[src/rtl/mult_seq_4bit_pkg.sv]
// Shared types and widths for the sequential 4x4 shift-and-add multiplier.
package mult_seq_pkg;

  localparam int W     = 4;
  localparam int STEPS = 4;
  localparam int PW    = 8;

  typedef enum logic [1:0] {
    IDLE = 2'd0,
    CALC = 2'd1,
    DONE = 2'd2
  } state_t;

endpackage

[src/rtl/mult_seq_4bit_if.sv]
// Operand/result handshake bundle: master issues start/a/b, slave returns busy/done/p.
interface mult_seq_4bit_if;
  import mult_seq_pkg::*;

  logic          start;
  logic [W-1:0]  a;
  logic [W-1:0]  b;
  logic          busy;
  logic          done;
  logic [PW-1:0] p;

  modport master (output start, a, b, input busy, done, p);
  modport slave  (input start, a, b, output busy, done, p);

endinterface

[src/rtl/rca_4bit.sv]
// 4-bit ripple-carry adder; purely combinational, no backpressure.
module rca_4bit (
  input  logic [3:0] a,
  input  logic [3:0] b,
  input  logic       cin,
  output logic [3:0] sum,
  output logic       cout
);

  logic [4:0] c;

  assign c[0] = cin;

  for (genvar i = 0; i < 4; i++) begin : g_fa
    assign sum[i]   = a[i] ^ b[i] ^ c[i];
    assign c[i+1]   = (a[i] & b[i]) | (c[i] & (a[i] ^ b[i]));
  end

  assign cout = c[4];

endmodule

[src/rtl/mult_seq_4bit.sv]
// Sequential 4x4 unsigned multiplier; product and done 5 cycles after accepted start.
// start is accepted only in IDLE/DONE and ignored while busy; MULT_ZERO_BYPASS_EN finishes zero operands in 1 cycle.
module mult_seq_4bit
  import mult_seq_pkg::*;
(
  input  logic            clk,
  input  logic            rst,
  mult_seq_4bit_if.slave  bus
);

  state_t        state;
  logic [W-1:0]  m;
  logic [W-1:0]  acc;
  logic [W-1:0]  q;
  logic [1:0]    cnt;
  logic          busy_r;
  logic          done_r;
  logic [PW-1:0] p_r;

  logic [W-1:0]  addend;
  logic [W-1:0]  sum;
  logic          cout;
  logic [PW-1:0] step_next;

  assign addend    = q[0] ? m : '0;
  // carry-out lands in acc[3] after the shift, so the 9th sum bit is never dropped
  assign step_next = {cout, sum, q[W-1:1]};

  rca_4bit u_rca (
    .a    (acc),
    .b    (addend),
    .cin  (1'b0),
    .sum  (sum),
    .cout (cout)
  );

  always_ff @(posedge clk or posedge rst) begin
    if (rst) begin
      state  <= IDLE;
      m      <= '0;
      acc    <= '0;
      q      <= '0;
      cnt    <= '0;
      busy_r <= 1'b0;
      done_r <= 1'b0;
      p_r    <= '0;
    end else begin
      done_r <= 1'b0;
      case (state)
        IDLE, DONE: begin
          if (bus.start) begin
            m   <= bus.a;
            acc <= '0;
            q   <= bus.b;
            cnt <= '0;
`ifdef MULT_ZERO_BYPASS_EN
            if ((bus.a == '0) || (bus.b == '0)) begin
              state  <= DONE;
              p_r    <= '0;
              done_r <= 1'b1;
              busy_r <= 1'b0;
            end else begin
              state  <= CALC;
              busy_r <= 1'b1;
            end
`else
            state  <= CALC;
            busy_r <= 1'b1;
`endif
          end else begin
            state  <= IDLE;
            busy_r <= 1'b0;
          end
        end

        CALC: begin
          {acc, q} <= step_next;
          cnt      <= cnt + 2'd1;
          if (cnt == 2'(STEPS - 1)) begin
            p_r    <= step_next;
            state  <= DONE;
            done_r <= 1'b1;
            busy_r <= 1'b0;
          end
        end

        default: begin
          state  <= IDLE;
          busy_r <= 1'b0;
        end
      endcase
    end
  end

  assign bus.busy = busy_r;
  assign bus.done = done_r;
  assign bus.p    = p_r;

endmodule

[src/flat_wrapper.sv]
// flat-port wrapper written by rule: the top's interface ports become plain ports
module mult_seq_4bit_flat import mult_seq_pkg::*;
  (clk, rst, bus_start, bus_a, bus_b, bus_busy, bus_done, bus_p);
  mult_seq_4bit_if bus_i ();
  input  logic clk;
  input  logic rst;
  input wire logic [$bits(bus_i.start)-1:0] bus_start;
  input wire logic [$bits(bus_i.a)-1:0] bus_a;
  input wire logic [$bits(bus_i.b)-1:0] bus_b;
  output wire logic [$bits(bus_i.busy)-1:0] bus_busy;
  output wire logic [$bits(bus_i.done)-1:0] bus_done;
  output wire logic [$bits(bus_i.p)-1:0] bus_p;
  assign bus_i.start = bus_start;
  assign bus_i.a = bus_a;
  assign bus_i.b = bus_b;
  assign bus_busy = bus_i.busy;
  assign bus_done = bus_i.done;
  assign bus_p = bus_i.p;
  mult_seq_4bit u_core (.clk(clk), .rst(rst), .bus(bus_i));
endmodule
[config.mk]
export PLATFORM = sky130hd
export DESIGN_NAME = mult_seq_4bit_flat
export DESIGN_NICKNAME = d
export VERILOG_FILES = /design/src/rtl/mult_seq_4bit_pkg.sv /design/src/rtl/mult_seq_4bit_if.sv /design/src/rtl/rca_4bit.sv /design/src/rtl/mult_seq_4bit.sv /design/src/flat_wrapper.sv
export SDC_FILE = /design/constraint.sdc
export NUM_CORES = 1
export LEC_CHECK = 0
export BUFFER_PORTS_ARGS = -buffer_cell sky130_fd_sc_hd__buf_2
export CORE_MARGIN = 2
export CORE_UTILIZATION = 43
export DETAILED_ROUTE_END_ITERATION = 16
export PLACE_DENSITY_LB_ADDON = 0.25
export RECOVER_POWER = 25
export SKIP_LAST_GASP = 1
export SLEW_MARGIN = 20
export SYNTH_ARGS = -nofsm -noshare
export SYNTH_HDL_FRONTEND = slang
export SYNTH_SLANG_ARGS = --single-unit
[constraint.sdc]
create_clock -name clk -period 3.2 [get_ports clk]
set_input_delay 0 -clock clk [delete_from_list [all_inputs] [get_ports clk]]
set_output_delay 0 -clock clk [all_outputs]
set_load 0.03 [all_outputs]
# == Word level (Yosys, flattened, before mapping) ==
# Cells that the tools add are included.
# word_totals
ff_bits,26
inputBits,11
out_inout_bits,10
wordCells,52
# classes
addsub,1
eq_ne,5
muxes,15
bitwise_logic,17
n_reduce_logical,6
# op_table
cell,count
$pmux 4 s2,2
$mux 4,3
$pmux 2 s2,2
$and 1x1->1,7
$xor 1x1->1,7
$reduce_and 2->1,3
$mux 1,5
$eq 2x2->1 const B,2
$mux 2,2
$or 1x1->1,3
$add 2x1->2 const B,1
$eq 2x1->1 const B,1
$logic_not 2->1,1
$ne 2x1->1 const B,1
$ne 2x2->1 const B,1
$pmux 1 s2,1
$reduce_bool 2->1,1
$reduce_or 2->1,1

# == Depth between registers and ports, before layout ==
# Gate-level depths: netlist (run 1).
# depth
word_depth,9
mapped_depth,9
mapped_depth_nobuf,9

# == By module ==
# A second synthesis (run 1) with hierarchy kept.
# unflattened
cells_unflattened,109
area_unflattened_um2,1296.2
# modules_own_cells
mod,n_inst,cells_each,area_per_inst_um2,seq_area_each_um2
mult_seq_4bit,1,95,1178.6,650.6
rca_4bit,1,14,117.6,0.0

# == Worst setup path after synthesis (run 1) ==
# No wires, ideal clock.
# synth_timing
path_type,reg-to-reg
startpoint,reg u_core.q[0]
endpoint,reg u_core.acc[2]
arrival_ps,2081
required_time_ps,3076
path_slack_ps,995
path_stages_with_launch,10
n_path_buf,0
path_cell_list,dfrtp_1 > and2_1 > ha_1 > inv_1 > fa_1 > fa_1 > fa_1 > nand2b_1 > nand3_1 > o31ai_1
# synth_between
elab_chain_cells,8
word_cells_on_any_way,13
classes_between,mux: 2; bitwise: 11
# synth_lines
element,line,text
"start, declared",mult_seq_4bit.sv:14,logic [W-1:0] q;
"start signal, assigned",mult_seq_4bit.sv:54,q <= bus.b;
"start signal, assigned",mult_seq_4bit.sv:77,"{acc, q} <= step_next;"
$mux 4 (*),mult_seq_4bit.sv:25,assign addend = q[0] ? m : '0;
$and 1x1->1 or $xor 1x1->1 (tied branches),rca_4bit.sv:16,assign c[i+1] = (a[i] & b[i]) | (c[i] & (a[i] ^ b[i]));
$and 1x1->1,rca_4bit.sv:16,
$or 1x1->1,rca_4bit.sv:16,
$and 1x1->1,rca_4bit.sv:16,
$or 1x1->1,rca_4bit.sv:16,
$xor 1x1->1 (*),rca_4bit.sv:15,assign sum[i] = a[i] ^ b[i] ^ c[i];
$pmux 4 s2 (*),mult_seq_4bit.sv:49,case (state)
"end signal, assigned",mult_seq_4bit.sv:77,
"end, declared",mult_seq_4bit.sv:13,logic [W-1:0] acc;
# Mark *: on every way between the ends. The rest lies on a longest branch, timed or not.
# A chain may end at the register's enable or synchronous reset.

# == Final worst setup path (run 1) ==
# Ends and elaborated chain as after synthesis.

==> results.json, run 1 <==
{
  "status": "completed",
  "crit_fanout": 5,
  "cp_data_required_time_ns": 3.40,
  "ir_worst_vdd_mv": 0.6224,
  "worstSetupStartpointType": "flop",
  "synth_cells": 113,
  "hp-class": "in2async",
  "postSynthAreaPerCell_um2": 10.84,
  "reg2reg_depth": 9,
  "final_common_cell": "dfrtp_1",
  "fin_area_um2": 1444,
  "syn_nets": 129,
  "drv_slew": 0,
  "grt_setup_unrepaired": "no",
  "post-route-period-util_pct": 72.88,
  "clock_sinks": 26,
  "routedWlPerCell_um": 13.22,
  "final_layout_size_suffix_gt1_share_pct": 14.08,
  "fin_crit_ns": 2.332,
  "n_antenna_cell": 0,
  "power_density_nw_per_um2": 948.4,
  "cts_max_path_buffers": 2,
  "clkLatencyLatePin_ns": 0.32,
  "synth_area_um2": 1225,
  "synth-edff-count": 0,
  "r2r_setup_slack_ns": 0.87,
  "grt_pass1_wl_mm": 3.884,
  "layout_common_cells": "dfrtp_1, nand2_1, dlygate4sd3_1, buf_2, clkbuf_1",
  "gp_congestion": 0.7776,
  "dpl-instance-area_um2": 1320,
  "totalWireLength_mm": 2.287,
  "initial_core_util_pct": 44.81,
  "crit_arrival_ns": 2.54,
  "grt_pass1_vias": 870,
  "clock_skew_ns": 0.01567,
  "vias_per_cell": 5.092,
  "ys_types": 25,
  "max_slew_margin_pct": 35.56,
  "die_y_um": 57.37,
  "hpwl_mm": 1.571,
  "worstSetupPathType": "reg2reg",
  "finalNetCount": 159,
  "worst_pin_slew_ns": 0.9655,
  "drtAntennaViolNets": 0,
  "setup_viol": 0,
  "async_flop_share_pct": 100.0,
  "fp.dieArea_um2": 3291,
  "syn_to_final_growth_pct": 17.87,
  "p_leak_nw": 0.6927,
  "core_area_um2": 2734,
  "io-pin-count": 21,
  "ys_warn_count": 0,
  "hold_viol_final": 0,
  "grt_use_total_pct": 15.34,
  "tns_ns": 0,
  "synth_flop_cell": "dfrtp_1",
  "clkTransAtPathRegs_ns": 0.14,
  "cts_htree_levels": 1,
  "drt_pass1_iterations": 4,
  "die_x_um": 57.37,
  "overflow": 0,
  "timing.rr.end": "u_core.acc[2]$_DFFE_PP0P_",
  "cp-end-kind": "flop",
  "numPortBuffers": 20,
  "fillers": 248,
  "cts_tree": "built",
  "cts_buffers": 3,
  "antenna_found_initial": 0,
  "crit_start": "u_core.q[0]$_DFFE_PP0P_",
  "cts_root_buf": "clkbuf_4",
  "num_rows": 19,
  "max_freq_mhz": 428.8,
  "synth-seq-area-share_pct": 53.12,
  "drc": 0,
  "r2r_start": "u_core.q[0]$_DFFE_PP0P_",
  "postCtsResizedCells": 0,
  "ys_ff_latch": 26,
  "drt-initial-drc-count": 23,
  "grt_max_degree": 27,
  "drv_cap": 0,
  "route.vias.total": 881
}
## synthesized netlist by cell type (all sizes together) (3+ instances only)
master / n / area, um2
dfrtp: 26 / 650.6
nand2: 23 / 86.33
o21ai: 9 / 45.04
inv: 8 / 30.03
nand2b: 7 / 43.79
buf: 5 / 43.79
mux2: 5 / 71.32
nand3: 4 / 20.02
fa: 3 / 60.06
nor2: 3 / 11.26
nor2b: 3 / 18.77
o31ai: 3 / 22.52
## timing repair
action,4_1_cts,5_1_grt
setup buffers,0,0
setup endpoints to repair,0,0
hold buffers,10,0
endpoints found under the hold margin,37,0
## report_power, final
group,total [mW],internal (mW),switching [mW]
logic,0.609,0.252,0.357
clock network,0.164,0.0696,0.0948
registers,0.596,0.472,0.124
total,1.37,0.794,0.576
## worst max-delay path, stage by stage, from the launching register on
cell      delay (ns)
dfrtp_1         0.42
and2_1          0.15
ha_1            0.13
inv_1           0.04
fa_1            0.37
fa_1            0.39
fa_1            0.51
nand2b_1        0.06
nand3_1         0.08
o31ai_1         0.08
## flip-flops by register name, summed over array words and instances, names as in the netlist
signal           count
u_core.acc           4
u_core.bus.busy      1
u_core.bus.done      1
u_core.bus.p         8
u_core.cnt           2
u_core.m             4
u_core.q             4
u_core.state         2
## how the worst max path moves through the flow
stage               cells past startpoint  slack (ns)                   endpoint
floorplan                               9         1.0  u_core.acc[2]$_DFFE_PP0P_
global placement                        9        0.91  u_core.acc[2]$_DFFE_PP0P_
detailed placement                      9        0.86  u_core.acc[2]$_DFFE_PP0P_
CTS                                     9        0.85  u_core.acc[2]$_DFFE_PP0P_
global route                            9        0.72  u_core.acc[2]$_DFFE_PP0P_
finish                                  9        0.87  u_core.acc[2]$_DFFE_PP0P_
## metrics by stage
stage               utilization, %  std cells  power [mW]  worst slack, ns  hold slack (ns)
floorplan                        -        113       1.086           0.9953          0.04002
global placement             48.28        159       1.201           0.9098           0.1918
detailed placement           48.28        159       1.220           0.8648           0.1972
CTS                          53.27        173       1.397           0.8505           0.3966
global route                 52.81        173       1.491           0.7222           0.4180
finish                       52.81        173       1.369           0.8677           0.4129
## cell type report
| cell class | instances | area (um2) | area share (%) |
|---|---|---|---|
| repair buffers | 30 | 187.7 | 13.00 |
| clock buffers | 4 | 36.28 | 2.513 |
| multi-input cells | 74 | 500.5 | 34.66 |
| well taps | 31 | 38.79 | 2.686 |
| flip-flops and latches | 26 | 650.6 | 45.06 |
| inverters | 8 | 30.03 | 2.080 |
## cell families (layout without fill, tap and decap cells)
family	count (synthesis)	after routing	share of synthesized area, %
flops	26	26	53.12
mux	6	6	6.640
buf+inv	13	42	6.026
simple gates	44	44	17.67
fa+ha+maj	5	5	6.946
compound gates	19	19	9.601
## metal layers
layer | part of all wire, % | track usage [%] | up-vias
li1 | - | - | 435
met1 | 49 | 21.20 | 420
met2 | 46 | 24.03 | 24
met3 | 4.7 | 4.762 | 2
met4 | 0.70 | 2.990 | 0
met5 | 0 | 0 | -
No activity file was read; power rests on OpenSTA's default activity.
==> run 2, diff against run 1 <==
- ABC_AREA: unset -> 1
- clock period: 3.2 -> 2.1 ns (I/O delays scaled with it)
==> results.json, run 2 <==
{
  "status": "finished with violations",
  "failed_checks": "negative setup slack",
  "io-pin-count": 21,
  "wl_met2_mm": 1.065,
  "ys_types": 19,
  "cts_tree": "built",
  "drtAntennaViolNets": 0,
  "total_power_mw": 2.172,
  "setup_ws_ns": -0.03800,
  "fp.dieArea_um2": 3232,
  "drv_slew": 0,
  "p_clk_share_pct": 11.9,
  "routedWlPerCell_um": 11.14,
  "final_common_cell": "nand2_1",
  "syn_nets": 143,
  "synth_cells": 127,
  "ir_worst_vdd_mv": 1.023,
  "clkLatencyLatePin_ns": 0.33,
  "layout_common_cells": "nand2_1, dfrtp_1, buf_2",
  "antenna_found_initial": 0,
  "synth_top_family_by_area": "simple AND/OR/NAND/NOR gates",
  "yosysMostFrequentCell": "nand2_1",
  "setup_viol": 2,
  "worst_pin_slew_ns": 1.369,
  "hpwl_mm": 1.434,
  "synth_flop_cell": "dfrtp_1",
  "max_slew_margin_pct": 8.726,
  "cts_buffers": 3,
  "synth_simple_gate_area_share_pct": 23.54,
  "cp-end-kind": "flop",
  "gp_congestion": 0.8006,
  "finalNetCount": 185,
  "crit_fanout": 2,
  "core_area_um2": 2710,
  "grt_pass1_vias": 937,
  "cts_htree_levels": 1,
  "p_switching_mw": 0.9622,
  "syn_to_final_growth_pct": 28.33,
  "layout.cells.non_filler": 199,
  "cts_root_buf": "clkbuf_4",
  "ys_ff_latch": 26,
  "power_frac_comb_pct": 49.9,
  "vias_per_cell": 4.719,
  "clkTransAtPathRegs_ns": 0.14,
  "utilization_pct": 56.88,
  "synthTopCellsByArea": "dfrtp_1, nand2_1, o21ai_2, inv_1, fa_1",
  "worstSetupStartpointType": "flop",
  "synth-seq-area-share_pct": 54.17,
  "post-route-period-util_pct": 101.8,
  "clock_sinks": 26,
  "async_flop_share_pct": 100.0,
  "synth_common_cells": "nand2_1, dfrtp_1, inv_1, nand3_1, o21ai_2",
  "hp-class": "reg2reg",
  "synthMuxAreaShare_pct": 0,
  "postSynthAreaPerCell_um2": 9.458,
  "fillers": 258,
  "synth_xor_xnor_area_share_pct": 0,
  "grt_pass1_wl_mm": 3.898,
  "dr_wl_met3_um": 101,
  "grt_setup_unrepaired": "yes",
  "worstSetupPathType": "reg2reg",
  "top_layer_used": "met4",
  "synthAdderAreaFrac_pct": 7.083,
  "holdWs_ns": 0.4861,
  "p_leak_nw": 0.8216,
  "met1Wirelength_um": 986,
  "cp_data_required_time_ns": 2.32,
  "clock_skew_ns": 0.006113,
  "max_freq_mhz": 467.7,
  "min-delay-start": "u_core.cnt[0]$_DFFE_PP0P_",
  "intPower_mw": 1.210,
  "fin_crit_ns": 2.138,
  "place_inst": 180,
  "grt_use_total_pct": 15.51,
  "crit_start": "u_core.m[0]$_DFFE_PP0P_",
  "power_density_nw_per_um2": 1409,
  "synth_top_area_cell": "dfrtp_1",
  "hold_viol_final": 0,
  "totalWireLength_mm": 2.217,
  "drc": 0,
  "place_ws_ns": -0.07669,
  "final_layout_size_suffix_gt1_share_pct": 26.19,
  "swShare_pct": 44.30,
  "synth_area_um2": 1201,
  "synth_compound_area_share_pct": 7.917,
  "drt_pass1_iterations": 4,
  "num_rows": 19,
  "die_y_um": 56.85,
  "ys_warn_count": 0,
  "largest_register_ff_count": 8,
  "synth-edff-count": 0,
  "n_antenna_cell": 0,
  "route.vias.total": 939,
  "synthDominantCellAreaShare_pct": 54.17,
  "overflow": 0,
  "drt-initial-drc-count": 17,
  "drv_cap": 0,
  "initial_core_util_pct": 44.32,
  "die_x_um": 56.85,
  "grt_max_degree": 27,
  "numPortBuffers": 20,
  "p_seq_share_pct": 38.2,
  "r2r_start": "u_core.m[0]$_DFFE_PP0P_",
  "crit_arrival_ns": 2.36,
  "cts_max_path_buffers": 2
}
-- run 2: cell types whose count changed after synthesis, sizes merged, moves of 4 or more --
cell	change
inv	+11
mux2	-5
nand2	+20
nand2b	-7
nand3	+8
or2	+4
-- run 2: metrics by stage --
step | TNS (ns) | cell area (um2)
2_1_floorplan | -0.06495 | 1204
3_3_place_gp | -0.01021 | 1356
3_5_place_dp | -0.09576 | 1356
4_1_cts | -0.07400 | 1543
5_1_grt | -0.2608 | 1541
6_report | -0.04496 | 1541
-- run 2: metal layers --
metal,vias to the layer above,GRT usage [%]
met2,28,25.75
met4,0,9.302
met5,-,0
met3,7,2.074
li1,470,-
met1,434,19.08
-- run 2: worst max-delay path, stage by stage, from the launching register on --
cell and delay, ns:
dfrtp_1 0.38, nand2_1 0.06, inv_1 0.05, ha_1 0.12, inv_1 0.05, fa_2 0.33, fa_2 0.34, fa_2 0.54
or2_1 0.10, o21ai_0 0.07
-- run 2: repair_timing --
action | in CTS | in global routing
setup buffers | 1 | 0
endpoints found under the hold margin | 36 | 0
endpoints found under the setup margin | 3 | 3
gates resized for setup | 1 | 1
pin swaps | 0 | 0
hold buffers | 14 | 0
-- run 2: path summary, 6_finish.rpt --
| path | to | slack, ns | depth (start not counted) |
|---|---|---|---|
| setup reg to reg | u_core.acc[2]$_DFFE_PP0P_ | -0.04 | 9 |
| hold / removal | u_core.cnt[0]$_DFFE_PP0P_ | 0.49 | 1 |
| max in group asynchronous | u_core.bus.p[6]$_DFFE_PP0P_ | 0.65 | 4 |
| min in group asynchronous | u_core.bus.p[2]$_DFFE_PP0P_ | 0.65 | 4 |
| setup / recovery | u_core.acc[2]$_DFFE_PP0P_ | -0.04 | 9 |
| hold reg to reg | u_core.cnt[0]$_DFFE_PP0P_ | 0.49 | 1 |
-- run 2: logic make-up after synthesis --
logic type | after synthesis
compound gates | 13
fa+ha+maj | 5
simple gates | 62
flops | 26
buf+inv | 21
-- run 2: cell type report --
cell class	instances	area, um2	area share, %
clock buffers	4	36.28	2.354
inverters	19	71.32	4.627
multi-input cells	80	470.5	30.52
flip-flops and latches	26	650.6	42.21
well taps	31	38.79	2.516
repair buffers	39	274.0	17.78
-- run 2: power by group through the flow --
stage | Combinational [mW] | Clock, mW | Sequential [mW]
finish | 1.08 | 0.259 | 0.829
global route | 1.23 | 0.283 | 0.854
CTS | 1.09 | 0.269 | 0.828
detailed placement | 1.04 | 0 | 0.840
global placement | 1.02 | 0 | 0.831
floorplan | 0.648 | 0 | 0.976
